**src/rtl/motion_bbox_tracker_pkg.sv**
```systemverilog
// ============================================================================
// Package : motion_pkg
// Brief   : Shared widths, bounding-box type and edge-smoothing helpers for
//           the motion bounding-box tracker.
// Rev     : 1.0 - initial release
// ============================================================================
`default_nettype none

package motion_pkg;

    localparam int IMG_W_DEF = 640;
    localparam int IMG_H_DEF = 480;
    localparam int COORD_W   = 10;
    localparam int CNT_W     = 19;
    localparam int RUN_W     = 4;

    typedef struct packed {
        logic [COORD_W-1:0] x_min;
        logic [COORD_W-1:0] x_max;
        logic [COORD_W-1:0] y_min;
        logic [COORD_W-1:0] y_max;
    } bbox_t;

    // Empty box: mins at all-ones, maxes at zero, so the first accepted pixel wins both
    localparam bbox_t BBOX_EMPTY = '{x_min: '1, x_max: '0, y_min: '1, y_max: '0};

    function automatic logic [COORD_W-1:0] smooth_edge(input logic [COORD_W-1:0] e_old,
                                                       input logic [COORD_W-1:0] raw);
        logic signed [COORD_W:0] diff;
        logic signed [COORD_W:0] sum;
        diff = $signed({1'b0, raw}) - $signed({1'b0, e_old});
        sum  = $signed({1'b0, e_old}) + (diff >>> 2);
        return sum[COORD_W-1:0];
    endfunction

    function automatic bbox_t smooth_box(input bbox_t b_old, input bbox_t b_raw);
        bbox_t b;
        b.x_min = smooth_edge(b_old.x_min, b_raw.x_min);
        b.x_max = smooth_edge(b_old.x_max, b_raw.x_max);
        b.y_min = smooth_edge(b_old.y_min, b_raw.y_min);
        b.y_max = smooth_edge(b_old.y_max, b_raw.y_max);
        return b;
    endfunction

endpackage

`default_nettype wire

```
**src/rtl/motion_bbox_tracker_if.sv**
```systemverilog
// ============================================================================
// Interface : motion_bbox_tracker_if
// Brief     : Pixel-stream input and published-box output bundle.
// Rev       : 1.0 - initial release
// ============================================================================
`default_nettype none

interface motion_bbox_tracker_if
    import motion_pkg::*;
();

    logic               pix_valid;
    logic               pix_motion;
    logic               pix_sof;
    logic               frame_done;
    logic               box_valid;
    logic [COORD_W-1:0] box_x_min;
    logic [COORD_W-1:0] box_x_max;
    logic [COORD_W-1:0] box_y_min;
    logic [COORD_W-1:0] box_y_max;
    logic [COORD_W-1:0] box_cx;
    logic [COORD_W-1:0] box_cy;
    logic [CNT_W-1:0]   motion_count;

    modport master (
        output pix_valid, pix_motion, pix_sof,
        input  frame_done, box_valid, box_x_min, box_x_max, box_y_min, box_y_max,
               box_cx, box_cy, motion_count
    );

    modport slave (
        input  pix_valid, pix_motion, pix_sof,
        output frame_done, box_valid, box_x_min, box_x_max, box_y_min, box_y_max,
               box_cx, box_cy, motion_count
    );

endinterface

`default_nettype wire

```
**src/rtl/motion_bbox_tracker_run_filter.sv**
```systemverilog
// ============================================================================
// Module : motion_run_filter
// Brief  : Horizontal run-length noise filter; accepts a motion pixel once its
//          run on the current line reaches RUN_MIN.
// Rev    : 1.0 - initial release
// ============================================================================
`default_nettype none

module motion_run_filter
    import motion_pkg::*;
#(
    parameter int RUN_MIN = 3
) (
    input  wire logic               clk,
    input  wire logic               rst_n,
    input  wire logic               valid,
    input  wire logic               motion,
    input  wire logic               restart,
    input  wire logic               line_end,
    input  wire logic [COORD_W-1:0] x,
    output logic                    accept,
    output logic [COORD_W-1:0]      run_start_x
);

    localparam logic [RUN_W-1:0] c_RUN_MAX = '1;
    localparam logic [RUN_W-1:0] c_RUN_MIN = RUN_W'(RUN_MIN);

    logic [RUN_W-1:0]   r_run_len;
    logic [COORD_W-1:0] r_run_start_x;
    logic [RUN_W-1:0]   w_len_cur;
    logic [RUN_W-1:0]   w_len_inc;

    // A restart (start of frame) behaves as if no run were in progress
    always_comb begin
        w_len_cur   = restart ? '0 : r_run_len;
        w_len_inc   = (w_len_cur == c_RUN_MAX) ? w_len_cur : w_len_cur + RUN_W'(1);
        accept      = valid && motion && (w_len_inc >= c_RUN_MIN);
        run_start_x = (w_len_cur == '0) ? x : r_run_start_x;
    end

    always_ff @(posedge clk or negedge rst_n) begin
        if (!rst_n) begin
            r_run_len     <= '0;
            r_run_start_x <= '0;
        end else if (valid) begin
            r_run_len <= (motion && !line_end) ? w_len_inc : '0;
            if (motion && (w_len_cur == '0)) begin
                r_run_start_x <= x;
            end
        end
    end

endmodule

`default_nettype wire

```
**src/rtl/motion_bbox_tracker.sv**
```systemverilog
// ============================================================================
// Module : motion_bbox_tracker
// Brief  : Per-frame bounding box of filtered motion pixels with hold/clear.
// Macro  : MOTION_BBOX_SMOOTH_EN - low-pass filter published edges (1/4 step).
// Rev    : 1.0 - initial release
// ============================================================================
`default_nettype none

module motion_bbox_tracker
    import motion_pkg::*;
#(
    parameter int IMG_W       = IMG_W_DEF,
    parameter int IMG_H       = IMG_H_DEF,
    parameter int RUN_MIN     = 3,
    parameter int MIN_COUNT   = 64,
    parameter int HOLD_FRAMES = 4
) (
    input  wire logic             clk,
    input  wire logic             rst_n,
    motion_bbox_tracker_if.slave  bus
);

    localparam logic [COORD_W-1:0] c_X_LAST    = COORD_W'(IMG_W - 1);
    localparam logic [COORD_W-1:0] c_Y_LAST    = COORD_W'(IMG_H - 1);
    localparam logic [CNT_W-1:0]   c_MIN_COUNT = CNT_W'(MIN_COUNT);
    localparam logic [RUN_W:0]     c_HOLD      = (RUN_W+1)'(HOLD_FRAMES);

    logic [COORD_W-1:0] r_x, r_y;
    bbox_t              r_acc;
    logic [CNT_W-1:0]   r_count;
    bbox_t              r_box;
    logic               r_box_valid;
    logic [RUN_W-1:0]   r_miss;
    logic               r_frame_done;
    logic [CNT_W-1:0]   r_motion_count;
    logic [COORD_W-1:0] r_cx, r_cy;

    logic [COORD_W-1:0] w_x, w_y;
    logic               w_discard;
    logic               w_line_end;
    logic               w_last;
    logic               w_accept;
    logic [COORD_W-1:0] w_run_start_x;
    bbox_t              w_acc_next;
    logic [CNT_W-1:0]   w_cnt_next;
    bbox_t              w_pub_box;
    logic [RUN_W:0]     w_miss_inc;
    logic [COORD_W:0]   w_sum_x, w_sum_y;

    // pix_sof forces this pixel to (0,0); a non-origin position means a partial frame
    always_comb begin
        w_x        = bus.pix_sof ? '0 : r_x;
        w_y        = bus.pix_sof ? '0 : r_y;
        w_discard  = bus.pix_sof && ((r_x != '0) || (r_y != '0));
        w_line_end = (w_x == c_X_LAST);
        w_last     = w_line_end && (w_y == c_Y_LAST);
    end

    motion_run_filter #(
        .RUN_MIN     (RUN_MIN)
    ) u_run_filter (
        .clk         (clk),
        .rst_n       (rst_n),
        .valid       (bus.pix_valid),
        .motion      (bus.pix_motion),
        .restart     (bus.pix_sof),
        .line_end    (w_line_end),
        .x           (w_x),
        .accept      (w_accept),
        .run_start_x (w_run_start_x)
    );

    always_comb begin
        w_acc_next = w_discard ? BBOX_EMPTY : r_acc;
        w_cnt_next = w_discard ? '0 : r_count;
        if (w_accept) begin
            if (w_run_start_x < w_acc_next.x_min) w_acc_next.x_min = w_run_start_x;
            if (w_x > w_acc_next.x_max)           w_acc_next.x_max = w_x;
            if (w_y < w_acc_next.y_min)           w_acc_next.y_min = w_y;
            if (w_y > w_acc_next.y_max)           w_acc_next.y_max = w_y;
            if (w_cnt_next != '1)                 w_cnt_next = w_cnt_next + CNT_W'(1);
        end
        w_miss_inc = {1'b0, r_miss} + (RUN_W+1)'(1);
    end

`ifdef MOTION_BBOX_SMOOTH_EN
    // Fresh boxes load raw so the filter does not crawl in from zero
    always_comb begin
        w_pub_box = r_box_valid ? smooth_box(r_box, w_acc_next) : w_acc_next;
    end
`else
    always_comb begin
        w_pub_box = w_acc_next;
    end
`endif

    always_ff @(posedge clk or negedge rst_n) begin
        if (!rst_n) begin
            r_x            <= '0;
            r_y            <= '0;
            r_acc          <= BBOX_EMPTY;
            r_count        <= '0;
            r_box          <= '0;
            r_box_valid    <= 1'b0;
            r_miss         <= '0;
            r_frame_done   <= 1'b0;
            r_motion_count <= '0;
        end else begin
            r_frame_done <= 1'b0;
            if (bus.pix_valid) begin
                if (w_line_end) begin
                    r_x <= '0;
                    r_y <= (w_y == c_Y_LAST) ? '0 : w_y + COORD_W'(1);
                end else begin
                    r_x <= w_x + COORD_W'(1);
                    r_y <= w_y;
                end
                if (w_last) begin
                    r_frame_done   <= 1'b1;
                    r_acc          <= BBOX_EMPTY;
                    r_count        <= '0;
                    r_motion_count <= w_cnt_next;
                    if (w_cnt_next >= c_MIN_COUNT) begin
                        r_box       <= w_pub_box;
                        r_box_valid <= 1'b1;
                        r_miss      <= '0;
                    end else if (w_miss_inc >= c_HOLD) begin
                        r_box       <= '0;
                        r_box_valid <= 1'b0;
                        r_miss      <= c_HOLD[RUN_W-1:0];
                    end else begin
                        r_miss      <= w_miss_inc[RUN_W-1:0];
                    end
                end else begin
                    r_acc   <= w_acc_next;
                    r_count <= w_cnt_next;
                end
            end
        end
    end

    assign w_sum_x = {1'b0, r_box.x_min} + {1'b0, r_box.x_max};
    assign w_sum_y = {1'b0, r_box.y_min} + {1'b0, r_box.y_max};

    // Centre trails the box by one cycle
    always_ff @(posedge clk or negedge rst_n) begin
        if (!rst_n) begin
            r_cx <= '0;
            r_cy <= '0;
        end else begin
            r_cx <= w_sum_x[COORD_W:1];
            r_cy <= w_sum_y[COORD_W:1];
        end
    end

    assign bus.frame_done   = r_frame_done;
    assign bus.box_valid    = r_box_valid;
    assign bus.box_x_min    = r_box.x_min;
    assign bus.box_x_max    = r_box.x_max;
    assign bus.box_y_min    = r_box.y_min;
    assign bus.box_y_max    = r_box.y_max;
    assign bus.box_cx       = r_cx;
    assign bus.box_cy       = r_cy;
    assign bus.motion_count = r_motion_count;

endmodule

`default_nettype wire

```
**src/flat_wrapper.sv**
```systemverilog
// flat-port wrapper written by rule: the top's interface ports become plain ports
module motion_bbox_tracker_flat import motion_pkg::*;
#(
    parameter int IMG_W       = IMG_W_DEF,
    parameter int IMG_H       = IMG_H_DEF,
    parameter int RUN_MIN     = 3,
    parameter int MIN_COUNT   = 64,
    parameter int HOLD_FRAMES = 4
)
  (clk, rst_n, bus_pix_valid, bus_pix_motion, bus_pix_sof, bus_frame_done, bus_box_valid, bus_box_x_min, bus_box_x_max, bus_box_y_min, bus_box_y_max, bus_box_cx, bus_box_cy, bus_motion_count);
  motion_bbox_tracker_if bus_i ();
  input  wire logic clk;
  input  wire logic rst_n;
  input wire logic [$bits(bus_i.pix_valid)-1:0] bus_pix_valid;
  input wire logic [$bits(bus_i.pix_motion)-1:0] bus_pix_motion;
  input wire logic [$bits(bus_i.pix_sof)-1:0] bus_pix_sof;
  output wire logic [$bits(bus_i.frame_done)-1:0] bus_frame_done;
  output wire logic [$bits(bus_i.box_valid)-1:0] bus_box_valid;
  output wire logic [$bits(bus_i.box_x_min)-1:0] bus_box_x_min;
  output wire logic [$bits(bus_i.box_x_max)-1:0] bus_box_x_max;
  output wire logic [$bits(bus_i.box_y_min)-1:0] bus_box_y_min;
  output wire logic [$bits(bus_i.box_y_max)-1:0] bus_box_y_max;
  output wire logic [$bits(bus_i.box_cx)-1:0] bus_box_cx;
  output wire logic [$bits(bus_i.box_cy)-1:0] bus_box_cy;
  output wire logic [$bits(bus_i.motion_count)-1:0] bus_motion_count;
  assign bus_i.pix_valid = bus_pix_valid;
  assign bus_i.pix_motion = bus_pix_motion;
  assign bus_i.pix_sof = bus_pix_sof;
  assign bus_frame_done = bus_i.frame_done;
  assign bus_box_valid = bus_i.box_valid;
  assign bus_box_x_min = bus_i.box_x_min;
  assign bus_box_x_max = bus_i.box_x_max;
  assign bus_box_y_min = bus_i.box_y_min;
  assign bus_box_y_max = bus_i.box_y_max;
  assign bus_box_cx = bus_i.box_cx;
  assign bus_box_cy = bus_i.box_cy;
  assign bus_motion_count = bus_i.motion_count;
  motion_bbox_tracker #(.IMG_W(IMG_W), .IMG_H(IMG_H), .RUN_MIN(RUN_MIN), .MIN_COUNT(MIN_COUNT), .HOLD_FRAMES(HOLD_FRAMES)) u_core (.clk(clk), .rst_n(rst_n), .bus(bus_i));
endmodule
```
**config.mk**
```make
export PLATFORM = sky130hd
export DESIGN_NAME = motion_bbox_tracker_flat
export DESIGN_NICKNAME = d
export VERILOG_FILES = /design/src/rtl/motion_bbox_tracker_pkg.sv /design/src/rtl/motion_bbox_tracker_if.sv /design/src/rtl/motion_bbox_tracker_run_filter.sv /design/src/rtl/motion_bbox_tracker.sv /design/src/flat_wrapper.sv
export SDC_FILE = /design/constraint.sdc
export NUM_CORES = 1
export LEC_CHECK = 0
export CAP_MARGIN = 25
export CELL_PAD_IN_SITES_DETAIL_PLACEMENT = 0
export CELL_PAD_IN_SITES_GLOBAL_PLACEMENT = 2
export CORE_AREA = 4 4 179 181
export CTS_CLUSTER_DIAMETER = 60
export DETAILED_ROUTE_END_ITERATION = 8
export DIE_AREA = 0 0 183 185
export HOLD_SLACK_MARGIN = 0.06
export PLACE_DENSITY = 0.75
export SYNTH_ARGS = -nofsm -noshare
export SYNTH_HDL_FRONTEND = slang
export SYNTH_SLANG_ARGS = --single-unit
```
**constraint.sdc**
```tcl
create_clock -name clk -period 4.55 [get_ports clk]
set_clock_uncertainty 0.15 [all_clocks]
set_input_delay 0.91 -clock clk [delete_from_list [all_inputs] [get_ports clk]]
set_output_delay 0.91 -clock clk [all_outputs]
set_load 0.01 [all_outputs]
```
==> results.md, run 1 <==
* Status: complete, no violations
* DIE HEIGHT at 185 um
* Detailed Route WL at 28400 um
* Die footprint at 33900 um2
* Synth area leaders: dfrtp_1 39%, ha_1 7.7%, dfstp_2 5.1%
* # port buffers at 85
* Synth unique cells at 65
* CTS tree: built
* Worst path top cell family by delay: compound AO/OA/AOI/OAI gates
* CTS max path bufs at 2
* Routability cong. at 0.871
* P_leak at 6.06 nW
* Tcrit/Tclk final at 95.4%
* Area after DPL at 12200 um2
* First-pass GRT wire length at 47100 um
* # setup viols final at 0
* EDFF count, synth at 0
* Max-slew violations at 0
* Starting Density at 33.7%
* Hold Path Stages at 2
* H-Tree Depth at 4
* Largest area contributor in the netlist: dfrtp_1
* 1st-pass router iterations at 5
* Peak supply drop at 0.214 mV
* Clk slew on worst S/H paths at 0.07 ns
* Cell row count at 64
* Hold Path Origin: u_core.bus.motion_count[14]$_DFFE_PN0P_
* Post-synthesis mux area share at 3.58%
* Cell Pwr Density at 277 nW/um2
* Sequential area share after synthesis at 43.7%
* Initial drt markers at 542
* Antenna diodes at 0
* Tmin final at 4.34 ns
* Hold WS at 0.327 ns
* Mapped Cells at 1065
* DRC viols at 0
* Reg2Reg Depth at 15
* Fmax at 0.230 GHz
* Main combinational cell family by area after synthesis: compound AO/OA/AOI/OAI gates
* Reg2reg setup slack at 0.28 ns
* Clock latency on the worst-skew pair at 0.44 ns
* RR Startpoint: u_core.r_x[2]$_DFFE_PN0P_
* Adder-cell area share of the yosys netlist at 8.09%
* FF-to-FF End: u_core.bus.box_x_min[8]$_DFFE_PN0P_
* GRT Total Usage at 17.2%
* Post-DP HPWL at 20800 um
* Wire length per cell at 17.5 um
* Flops & latches, synth at 178
* Final setup margin at 0.207 ns
* Area Growth Syn to Fin at 25.4%
* Mapped Area at 10200 um2
* Crit path capture type: flop
* Slowest-stage cell, CP: clkdlybuf4s50_1
* Worst slack, placed at -0.247 ns
* Share of Yosys cell area claimed by the top area cell type at 38.6%
* Leading cell type in the layout, fill and taps excluded: dfrtp_1
* Post-route design area at 12800 um2
* Synth Area in Compound Gates at 20.0%
* Grt ovf at 0
* Delay of the slowest critical-path stage at 0.52 ns
* Worst Path Required at 4.77 ns
* Core area at 30400 um2
* Max-cap violation count at 0
* CP Launch Type: primary input
* Die width at 183 um
* Crit-path cells: clkdlybuf4s50_1 -> nand2b_1 -> inv_2 -> ha_1 -> nand4b_1 -> mux2_2 -> a21oi_2 -> nor2_1 -> mux2_2 -> o41a_1 -> buf_4 -> o41ai_4 -> buf_12 -> a32o_1
* Synth warnings at 0
* Synth Area in Simple Gates at 17.1%
* Final design utilization at 42.2%
* Crit path buf inv count at 4
* Crit Path Class: in2reg
* Mapped Nets at 1135
* Fraction of layout cells with a size suffix above 1 at 15.5%
* Hold EP: u_core.bus.motion_count[14]$_DFFE_PN0P_
* Cell mode on critical path: mux2_2
* Top_reg_cell synth: dfrtp_1
* Ports at 86
* Hold/Removal Path Class: reg2reg
* CTS Buf Count at 17
* Worst Path Max Fanout at 40
* Vias after detailed routing at 8556
* Final hold violations at 0
* RSZ-0062 raised after global routing: no
* Vias in the first global route at 8561
* Initial antenna violation count at 0
* Post-Synth XOR/XNOR Area at 2.48%
* Rel. slew slack at 56.7%
* Nets@finish at 1286
* Tightest Pin Transition at 0.646 ns
* CTS root buf: clkbuf_16
* Asr flop ratio synth at 100%
* Crit path DAT at 4.56 ns
* Pin count of the biggest net entering global routing at 78
* Vias per cell at 5.27
* CTS sink cnt at 178
* Synthesized area per cell at 9.62 um2
* Most frequent cells in the layout: 158 x dfrtp_1, 128 x nand2_1, 105 x buf_4, 85 x o21ai_0, 84 x clkdlybuf4s50_1
* Final ANT Viol Nets at 0
## state kept, by name, summed over array words and instances (netlist names)
register / cells
u_core.r_acc: 40
u_core.bus.motion_count: 19
u_core.r_count: 19
u_core.bus.box_cx: 10
u_core.bus.box_cy: 10
u_core.bus.box_x_max: 10
u_core.bus.box_x_min: 10
u_core.bus.box_y_max: 10
u_core.bus.box_y_min: 10
u_core.r_x: 10
u_core.r_y: 10
u_core.u_run_filter.r_run_start_x: 10
u_core.r_miss: 4
u_core.u_run_filter.r_run_len: 4
u_core.bus.box_valid: 1
u_core.bus.frame_done: 1
## what timing repair did
action | CTS | global route
setup buffers | 0 | 1
hold buffers | 0 | 0
setup endpoints to repair | 0 | 43
resized for setup | 0 | 4
## cell type report
class	count	area, um2
sequential	178	4480
clock inverter	13	151
clock buffer	19	433
fill	3054	17600
inverter	54	203
timing repair buffer	198	1790
tap	396	495
multi-input combinational	767	5300
## cells by family after synthesis
family | after synthesis
compound gates | 288
xor+xnor | 29
buf+inv | 120
fa+ha+maj | 65
flops | 178
mux | 35
simple gates | 350
## power breakdown
group | switching [W] | internal, W | leakage [nW]
Clock | 0.000684 | 0.000824 | 0.289
Sequential | 0.0000280 | 0.00164 | 2.41
Combinational | 0.000227 | 0.000151 | 3.36
Total | 0.000939 | 0.00262 | 6.06
## synthesized netlist by cell type, drive strengths merged, types with 14 or more instances
| cell type | number |
|---|---|
| a21o | 15 |
| a21oi | 43 |
| a22o | 30 |
| a2bb2oi | 14 |
| a32o | 43 |
| buf | 24 |
| clkbuf | 42 |
| dfrtp | 158 |
| dfstp | 20 |
| ha | 63 |
| inv | 54 |
| mux2i | 32 |
| nand2 | 128 |
| nand2b | 31 |
| nand3 | 40 |
| nor2 | 64 |
| nor4 | 21 |
| o21ai | 93 |
| xnor2 | 18 |
## worst max path at each step
stage,from,cells after the start,endpoint
global placement,bus_pix_sof,13,u_core.bus.box_x_max[2]$_DFFE_PN0P_
detailed placement,bus_pix_sof,14,u_core.bus.box_x_min[1]$_DFFE_PN0P_
finish,bus_pix_sof,14,u_core.bus.box_x_min[8]$_DFFE_PN0P_
global route,u_core.r_x[2]$_DFFE_PN0P_,15,u_core.bus.box_x_max[8]$_DFFE_PN0P_
floorplan,bus_pix_sof,20,u_core.bus.box_x_min[1]$_DFFE_PN0P_
CTS,u_core.r_x[0]$_DFFE_PN0P_,15,u_core.bus.box_y_min[3]$_DFFE_PN0P_
## per-stage QoR
stage / setup TNS [ns] / power (W) / cells
floorplan: 0 / 0.00190 / 1065
global placement: -5.01 / 0.00208 / 1591
detailed placement: -10.14 / 0.00208 / 1592
CTS: 0 / 0.00360 / 1624
global route: 0 / 0.00372 / 1625
finish: 0 / 0.00356 / 1625
## worst reg2reg max path, delay by kind of cell (launching register included)
kind | cells | cell delay (ns)
AND/OR/NAND/NOR | 6 | 1.81
AO/OA/AOI/OAI | 6 | 1.19
flip-flops | 1 | 0.45
buffers and inverters | 2 | 0.42
adder cells (fa/ha/maj) | 1 | 0.20
## per-layer routing
| layer | GRT usage (%) | wire (um) | part of all wire [%] |
|---|---|---|---|
| met5 | 0 | 0 | 0 |
| met4 | 4.26 | 344 | 1.2 |
| met3 | 2.63 | 1100 | 3.9 |
| met2 | 27.4 | 13000 | 46 |
| met1 | 24.7 | 14000 | 49 |
Power figures use the tool's default switching activity.
==> run 2, diff against run 1 <==
--- a/config.mk
+++ b/config.mk
@@ -5,15 +5,16 @@
 export SDC_FILE = /design/constraint.sdc
 export NUM_CORES = 1
 export LEC_CHECK = 0
+export ABC_AREA = 1
 export CAP_MARGIN = 25
 export CELL_PAD_IN_SITES_DETAIL_PLACEMENT = 0
 export CELL_PAD_IN_SITES_GLOBAL_PLACEMENT = 2
-export CORE_AREA = 4 4 179 181
+export CORE_AREA = 4 4 187 189
 export CTS_CLUSTER_DIAMETER = 60
 export DETAILED_ROUTE_END_ITERATION = 8
-export DIE_AREA = 0 0 183 185
+export DIE_AREA = 0 0 191 193
 export HOLD_SLACK_MARGIN = 0.06
-export PLACE_DENSITY = 0.75
+export PLACE_DENSITY = 0.76
 export SYNTH_ARGS = -nofsm -noshare
 export SYNTH_HDL_FRONTEND = slang
 export SYNTH_SLANG_ARGS = --single-unit
==> results.md, run 2 <==
* Levels on crit path at 27 (+13)
* Fmax at 0.246 GHz (+6.9%)
* RSZ-0062 raised after global routing: no
* Reg2Reg Depth at 26 (+11)
* Clock latency on the worst-skew pair at 0.45 ns (about the same)
* Cell row count at 67 (+4.7%)
* Tmin final at 4.06 ns (-0.280 ns)
* Top_reg_cell synth: dfrtp_1
* # setup viols final at 0 (unchanged)
* CTS sink cnt at 178 (unchanged)
* Area Growth Syn to Fin at 20.0%
* Fraction of layout cells with a size suffix above 1 at 12.1% (-3.5 points)
* Grt ovf at 0 (unchanged)
* Nets@finish at 1506 (+17%)
* WL met3 at 940 um (-14%)
* P_leak at 5.77 nW (-4.7%)
* RR Startpoint: u_core.r_x[0]$_DFFE_PN0P_
* Slowest-stage cell, CP: clkdlybuf4s50_1
* Crit Path Class: in2reg
* CTS Buf Count at 17 (unchanged)
* Initial drt markers at 468 (-14%)
* Final hold violations at 0 (unchanged)
* Met1 wire length at 14300 um (+2.1%)
* Post-route design area at 12600 um2 (-2.1%)
* Synth warnings at 0 (unchanged)
* Top-count cell post-synth: nand2_1
* Synth unique cells at 48 (-26%)
* Worst Path Max Fanout at 41 (+2.5%)
* Flops & latches, synth at 178 (unchanged)
* CTS max path bufs at 2 (unchanged)
* Max-cap violation count at 0 (unchanged)
* Final TNS setup at 0 ns (unchanged)
* EDFF count, synth at 0 (unchanged)
* CP Launch Type: primary input
* Initial antenna violation count at 0 (unchanged)
* GRT Total Usage at 15.7% (-1.5 points)
* Worst path top cell family by delay: simple AND/OR/NAND/NOR gates
* Post-DP HPWL at 20100 um (-3.4%)
* Die width at 191 um (+4.4%)
* CTS tree: built
* Vias in the first global route at 8836 (+3.2%)
* Detailed Route WL at 27800 um (-2.3%)
* Mapped Area at 10500 um2 (+2.4%)
* Highest metal used: met4
* First-pass GRT wire length at 46700 um (-0.73%)
* Status: complete, no violations
* CTS Hold Bufs at 0 (unchanged)
* Area of the multi-input gates at 5030 um2 (-5.1%)
* Die footprint at 36900 um2 (+8.9%)
* FF+latch area at 4480 um2 (unchanged)
* Starting Density at 31.5% (-2.2 points)
* Synth area leaders: dfrtp_1 38%, nand2_1 9.4%, ha_1 7.5%
* Cell mode on critical path: nand2_1
* DIE HEIGHT at 193 um (+4.3%)
* Vias after detailed routing at 8738 (+2.1%)
* Tcrit/Tclk final at 89.3% (-6.2 points)
* Max-slew violations at 0 (unchanged)
* Mapped Cells at 1339 (+26%)
* Vias per cell at 4.61 (-13%)
* Asr flop ratio synth at 100% (unchanged)
* Reg2reg setup slack at 0.83 ns (+0.55 ns)
* Final ANT Viol Nets at 0 (unchanged)
* Area after DPL at 12000 um2 (-2.0%)
* Crit path DAT at 4.29 ns (-0.27 ns)
* Hold/Removal Path Class: in2async
* Max reg flops at 40 (unchanged)
* FF-to-FF End: u_core.bus.box_x_min[9]$_DFFE_PN0P_
* Share of Yosys cell area claimed by the top area cell type at 37.7% (-0.89 points)
* Wire length per cell at 14.6 um (-16%)
* Routed length on met2 at 12300 um (-5.5%)
* Leading cell type in the layout, fill and taps excluded: nand2_1
* Mapped Nets at 1409 (+24%)
* Peak supply drop at 0.262 mV (+23%)
* Crit path capture type: flop
* H-Tree Depth at 4 (unchanged)
* Sequential area share after synthesis at 42.7% (-1.0 points)
* Crit path buf inv count at 6 (+2)
* Antenna diodes at 0 (unchanged)
* Cell Pwr Density at 277 nW/um2 (about the same)
* # fillers at 3445 (+13%)
* Largest area contributor in the netlist: dfrtp_1
* CTS root buf: clkbuf_16
* Most frequent cells in the layout: 262 x nand2_1, 175 x inv_1, 158 x dfrtp_1, 153 x nor2_1, 142 x o21ai_0
* Rel. slew slack at 34.2% (-22 points)
* Delay of the slowest critical-path stage at 0.52 ns (about the same)
* DRC viols at 0 (unchanged)
* Ports at 86 (unchanged)
* 1st-pass router iterations at 5 (unchanged)
* Synthesized area per cell at 7.83 um2 (-19%)
* Clk slew on worst S/H paths at 0.06 ns (about the same)
* Tightest Pin Transition at 0.987 ns (+0.341 ns)
* Pin count of the biggest net entering global routing at 86 (+10%)
* Core area at 33300 um2 (+9.4%)
* Commonest cells post-synth: 262 x nand2_1, 175 x inv_1, 158 x dfrtp_1
* Worst Path Required at 4.78 ns (about the same)
* Post-CTS Setup Repair Bufs at 0 (unchanged)
* Routability cong. at 0.794 (-8.8%)
* Most flop-heavy register: u_core.r_acc
* # port buffers at 85 (unchanged)
## run 2: cell types whose count changed in the layout (fill, tap and decap cells not counted), moves of 14 or more
cell | before | now
a22o_1 | 30 | 0
a2bb2oi_1 | 14 | 0
a32o_1 | 43 | 1
buf_4 | 105 | 41
inv_1 | 52 | 175
mux2i_1 | 31 | 0
nand2_1 | 128 | 262
nand2_2 | 0 | 50
nand2b_1 | 31 | 0
nand3_1 | 38 | 75
nor2_1 | 63 | 153
o21ai_0 | 85 | 142
o22ai_1 | 0 | 32
## run 2: per-layer routing
layer / vias up / GRT usage [%]
li1: 4512 / -
met2: 114 / 25.2
met4: 0 / 3.43
met5: - / 0
met3: 18 / 2.57
met1: 4094 / 22.4
## run 2: timing repair
item,CTS,global route
endpoints found under the hold margin,0,0
gates resized for setup,0,1
endpoints found under the setup margin,0,1
## run 2: cell families (layout without fill, tap and decap cells)
family                   Yosys count  after routing  synth area share (%)
adder cells (fa/ha/maj)           65             65                  7.90
XOR/XNOR                          24             24                  2.00
AO/OA/AOI/OAI                    244            244                  12.7
AND/OR/NAND/NOR                  595            595                  25.4
buffers and inverters            233            343                  9.33
flip-flops                       178            178                  42.7
## run 2: report_power, final
group	switching (W)	internal, W
clock network	0.000693	0.000834
logic	0.000214	0.0000890
registers	0.0000197	0.00164
total	0.000926	0.00256
## run 2: area by class of cell
class,instances,area share [%]
repair buffers,131,9.91
flip-flops and latches,178,35.6
multi-input cells,928,40.0
well taps,448,4.46
clock buffers,19,3.52
inverters,180,5.37
clock inverters,13,1.18
## run 2: worst reg2reg max path, stage by stage, from the launching register on
cell and delay (ns):
dfrtp_1 0.39, inv_1 0.11, nand2_1 0.08, nor2_1 0.14, nand3_1 0.11, nand2_2 0.22
inv_2 0.09, nor2_1 0.11, ha_1 0.20, nand2_1 0.07, inv_1 0.05, nand3_1 0.14
inv_1 0.12, nand2_2 0.07, nor2_4 0.12, nand2_4 0.15, nand2_2 0.13, nand2_1 0.05
nand2_1 0.12, nand2_1 0.06, nor2_1 0.14, nand2_1 0.11, inv_2 0.09, nand3_4 0.12
nand2_8 0.33, nand2_1 0.11, nand2_1 0.07
## run 2: through the flow
step                      total power, W  hold slack (ns)  setup slack [ns]  std cells  utilization, %
after floorplan                  0.00187            0.303             0.458       1339               -
after global placement           0.00199            0.316            0.0534       1865            36.0
after detailed placement         0.00200            0.324            0.0173       1865            36.0
after CTS                        0.00355            0.334             0.479       1897            37.8
after global routing             0.00365            0.350            0.0197       1897            37.8
final                            0.00349            0.305             0.487       1897            37.8
## run 2: how the worst max path moves through the flow
stage | startpoint | to
6_report | bus_pix_sof | u_core.bus.box_x_min[9]$_DFFE_PN0P_
3_5_place_dp | bus_pix_sof | u_core.bus.box_x_min[9]$_DFFE_PN0P_
3_3_place_gp | bus_pix_sof | u_core.bus.box_x_min[9]$_DFFE_PN0P_
4_1_cts | bus_pix_sof | u_core.bus.box_x_min[9]$_DFFE_PN0P_
2_1_floorplan | bus_pix_sof | u_core.bus.box_x_min[1]$_DFFE_PN0P_
5_1_grt | bus_pix_sof | u_core.bus.box_x_min[9]$_DFFE_PN0P_
